## config.mk

```make
export PLATFORM = sky130hd
export DESIGN_NAME = fnms_issue_ctrl
export DESIGN_NICKNAME = d
export VERILOG_FILES = /design/src/rtl/fnms_issue_ctrl.sv
export SDC_FILE = /design/constraint.sdc
export NUM_CORES = 1
export LEC_CHECK = 0
export ABC_AREA = 1
export ABC_CLOCK_PERIOD_IN_PS = 4000
export BUFFER_PORTS_ARGS = -buffer_cell sky130_fd_sc_hd__clkbuf_2
export CORE_ASPECT_RATIO = 1.5
export CORE_MARGIN = 3
export CORE_UTILIZATION = 57
export DETAILED_ROUTE_END_ITERATION = 16
export PLACE_DENSITY_LB_ADDON = 0.2
export SYNTH_ARGS = -nofsm -noshare
export SYNTH_HDL_FRONTEND = slang
export SYNTH_SLANG_ARGS = --single-unit
```

## constraint.sdc

```tcl
create_clock -name clk -period 4 [get_ports clk]
set_clock_uncertainty 0.1 [all_clocks]
set_input_delay 0.8 -clock clk [delete_from_list [all_inputs] [get_ports clk]]
set_output_delay 0.8 -clock clk [all_outputs]
set_load 0.005 [all_outputs]
```

## src/rtl/fnms_issue_ctrl.sv

```systemverilog
// Issue/collect stage around the C - A*B datapath: credit-checked operand issue,
// LATENCY-deep token pipe and result FIFO. Define FNMS_NAN_FLAG_EN to add out_nan.
module fnms_issue_ctrl #(
    parameter int unsigned LATENCY    = 2,
    parameter int unsigned FIFO_DEPTH = 4
) (
    input  logic        clk,
    input  logic        rst,
    input  logic        in_valid,
    output logic        in_ready,
    input  logic [31:0] in_a,
    input  logic [31:0] in_b,
    input  logic [31:0] in_c,
    output logic [31:0] dp_a,
    output logic [31:0] dp_b,
    output logic [31:0] dp_c,
    output logic        dp_en,
    input  logic [31:0] dp_result,
    output logic        out_valid,
    input  logic        out_ready,
    output logic [31:0] out_result,
`ifdef FNMS_NAN_FLAG_EN
    output logic        out_nan,
`endif
    output logic        busy
);

    localparam int unsigned PW = $clog2(FIFO_DEPTH);
    localparam int unsigned CW = $clog2(FIFO_DEPTH + 1);

    logic [LATENCY-1:0] tok;
    logic [LATENCY-1:0] tok_nxt;
    logic [CW-1:0]      in_flight;
    logic [CW-1:0]      fifo_count;
    logic [CW:0]        credit_used;
    logic [PW-1:0]      wr_ptr;
    logic [PW-1:0]      rd_ptr;
    logic [31:0]        mem [FIFO_DEPTH];
    logic               issue;
    logic               tok_exit;
    logic               pop;

    // Credit counts both in-flight ops and queued results, so every token
    // that exits the pipe is guaranteed a free FIFO slot.
    assign credit_used = {1'b0, in_flight} + {1'b0, fifo_count};
    assign in_ready    = !rst && (credit_used < (CW + 1)'(FIFO_DEPTH));
    assign issue       = in_valid && in_ready;
    assign tok_exit    = tok[LATENCY-1];
    assign out_valid   = (fifo_count != '0);
    assign pop         = out_valid && out_ready;
    assign out_result  = out_valid ? mem[rd_ptr] : '0;
    assign busy        = (in_flight != '0) || (fifo_count != '0);

    always_comb begin
        tok_nxt    = '0;
        tok_nxt[0] = issue;
        for (int unsigned i = 1; i < LATENCY; i++) begin
            tok_nxt[i] = tok[i-1];
        end
    end

    always_ff @(posedge clk) begin
        if (rst) begin
            dp_a       <= '0;
            dp_b       <= '0;
            dp_c       <= '0;
            dp_en      <= 1'b0;
            tok        <= '0;
            in_flight  <= '0;
            fifo_count <= '0;
            wr_ptr     <= '0;
            rd_ptr     <= '0;
        end else begin
            if (issue) begin
                dp_a <= in_a;
                dp_b <= in_b;
                dp_c <= in_c;
            end
            tok   <= tok_nxt;
            dp_en <= |tok_nxt;

            case ({issue, tok_exit})
                2'b10:   in_flight <= in_flight + CW'(1);
                2'b01:   in_flight <= in_flight - CW'(1);
                default: ;
            endcase

            case ({tok_exit, pop})
                2'b10:   fifo_count <= fifo_count + CW'(1);
                2'b01:   fifo_count <= fifo_count - CW'(1);
                default: ;
            endcase

            if (tok_exit) wr_ptr <= wr_ptr + PW'(1);
            if (pop)      rd_ptr <= rd_ptr + PW'(1);
        end
    end

    // Storage needs no reset: out_result is gated by fifo_count.
    always_ff @(posedge clk) begin
        if (!rst && tok_exit) begin
            mem[wr_ptr] <= dp_result;
        end
    end

`ifdef FNMS_NAN_FLAG_EN
    logic nan_mem [FIFO_DEPTH];
    logic res_is_nan;

    assign res_is_nan = (dp_result[30:23] == 8'hFF) && (dp_result[22:0] != '0);
    assign out_nan    = out_valid ? nan_mem[rd_ptr] : 1'b0;

    always_ff @(posedge clk) begin
        if (!rst && tok_exit) begin
            nan_mem[wr_ptr] <= res_is_nan;
        end
    end
`endif

endmodule

```

==> metrics.txt <==
status completed; largest net degree at the start of global routing 106; Via Count 8321; worst path cell trace clkinv_1 -> buf_4 -> o21ai_0 -> a21oi_1 -> clkbuf_2; R2R Path Start in_flight[1]$_SDFFE_PP0P_; Hold Vio Cnt, Final 0; Yosys cell types 23; Final setup viols 0; r2r setup slk 1.84 ns; Die H 172 um; Worst Hold Launch tok[0]$_SDFF_PP0_; Design Area, Final 0.0125 sq mm; post-synth top area share 0.367; maximum buffer depth of the clock tree 3; Syn Area/Cell 8.14 sq um; R2R cell count 11; Non-Filler Instances 1754; Reg clk slew, reported paths 0.06 ns; H-tree levels 1; CP Launch Type register; Tcrit/Tclk final 0.883; final WL 23400 um; synth top area cells edfxtp_1, dfxtp_1, inv_1; Min-Delay Path Class reg2reg; crit path DAT 2.63 ns; yosys warns 0; Reg-to-Reg End in_flight[2]$_SDFFE_PP0P_; nets@finish 1665; dpl cells 1717; #FFs+latches synth 239; all-layer global routing usage 0.227; CP delay by family, top buffers and inverters; Clock Latency Late Sink 0.48 ns; vias in the first global route 7979; Worst EP required 3.10 ns; die area 0.0201 sq mm; Ports 264; number of buffers created by CTS 21; TritonCTS clock tree done; syn nets 1429; setup bufs post-CTS 0; Slew @ Worst Pin 1.13 ns; via-per-instance ratio 4.74; cells resized by post-CTS repair 0; drt pass-1 iters 4; WHS Endpoint tok[1]$_SDFF_PP0_; DP Area 0.0119 sq mm; CP max-delay cell clkinv_1; # clock sinks 239; Pins Over Slew Limit 0; IO buf count 263; Initial Utilization 0.581; initial antenna violation count 1; Core Rows 60; share of layout cells above drive strength 1 0.208; relative slew slack 0.244; diode count 0; Final Power 6730 uW; hold depth 2; cells after synthesis 1287; crit-path max cell delay 0.85 ns; kind of critical path reg2out; Die X 117 um; cell taking the most area after synthesis edfxtp_1; Core ar. 0.0180 sq mm; Wirelength per Cell 13.4 um; CP Buf/Inv Count 3; global-route wire length before repair 37100 um; RSZ-0062 raised after global routing no; dpl hpwl 15300 um; area delta synth->final 19.6%; GR Overflow Total 0; Peak VDD IR 0.353 mV; synthesized area 0.0105 sq mm; # hold bufs at CTS 0; max cap viols 0; drt first-iter violations 476; crit-path max FO 47; Fmax 283 MHz; DRT antenna net count 0; setup TNS 0 ns; routability cong. 0.793; Leak 0.00638 uW; DRC viols 0; Setup crit end kind primary output; sequential share of the synthesized area 0.579; CTS Root Buffer Type clkbuf_16; post-layout util 0.695; minimum clock period 3.53 ns; power density cells 538 mW/mm^2
-- per-stage QoR --
step	setup WS, ns	hold WS (ns)
floorplan	0.977	0.305
global placement	0.995	0.317
detailed placement	0.921	0.317
CTS	0.430	0.327
global route	0.184	0.361
finish	0.467	0.324
-- cells in the mapped netlist, drive strengths merged --
| library cell | instances |
|---|---|
| edfxtp | 128 |
| clkinv | 1 |
| nor2 | 240 |
| ha | 8 |
| nand3 | 98 |
| nand4 | 2 |
| fa | 2 |
| a21oi | 41 |
| or2 | 2 |
| buf | 43 |
| clkbuf | 22 |
| xor2 | 1 |
| inv | 311 |
| o21ai | 71 |
| dfxtp | 111 |
| nand2 | 206 |
-- worst max-delay path by stage --
stage	endpoint	slack [ns]	cells past startpoint
2_1_floorplan	mem[0][0]$_DFFE_PP_	0.98	4
3_3_place_gp	out_result[31]	1.0	5
3_5_place_dp	out_result[12]	0.92	5
4_1_cts	out_result[12]	0.43	5
5_1_grt	out_result[12]	0.18	5
6_report	out_result[12]	0.47	5
-- where the power goes --
group	internal (uW)	leakage, uW	switching, uW	total [uW]
Sequential	2790	0.00207	104	2890
Combinational	729	0.00399	1230	1960
Clock	1060	0.000327	824	1890
-- final cells by class --
| type | instances | area, sq um |
|---|---|---|
| sequential | 239 | 6070 |
| fill | 1463 | 5490 |
| multi-input combinational | 671 | 2940 |
| timing repair buffer | 278 | 1430 |
| inverter | 312 | 1170 |
| clock buffer | 31 | 613 |
| tap | 217 | 272 |
| clock inverter | 6 | 35.0 |
-- worst register-to-register path: cells and delay by family (launching register included) --
| kind | cells | cell delay [ns] |
|---|---|---|
| fa+ha+maj | 3 | 0.82 |
| buf+inv | 1 | 0.07 |
| flops | 1 | 0.33 |
| simple gates | 7 | 0.74 |
-- flip-flops by register name, indices dropped and copies added (netlist names), named ones only --
name / flops
wr_ptr: 2
dp_b: 32
tok: 2
mem: 128
rd_ptr: 2
dp_a: 32
fifo_count: 3
dp_c: 32
in_flight: 3
dp_en: 1
-- per-layer routing --
layer,GRT usage,part of all wire,wire length (um),vias to the layer above
met3,0.0641,0.083,1960,55
met4,0.0858,0.037,858,2
met5,0,0.00055,13,-
met1,0.255,0.38,8810,3674
li1,-,-,-,4336
met2,0.405,0.50,11800,254
-- layout by cell type (no fill, tap or decap), drive strengths merged --
cell type    n
nand4        2
clkbuf     293
or2          2
xor2         1
buf         16
edfxtp     128
fa           2
inv        313
nand2      206
nor2       240
clkinv       5
nand3       98
o21ai       71
a21oi       41
ha           8
dfxtp      111
-- cell families after synthesis --
kind of cell / synth area share
XOR/XNOR: 0.000836
AND/OR/NAND/NOR: 0.212
flip-flops: 0.579
buffers and inverters: 0.141
adder cells (fa/ha/maj): 0.0134
AO/OA/AOI/OAI: 0.0535
No activity file was read; power rests on OpenSTA's default activity.
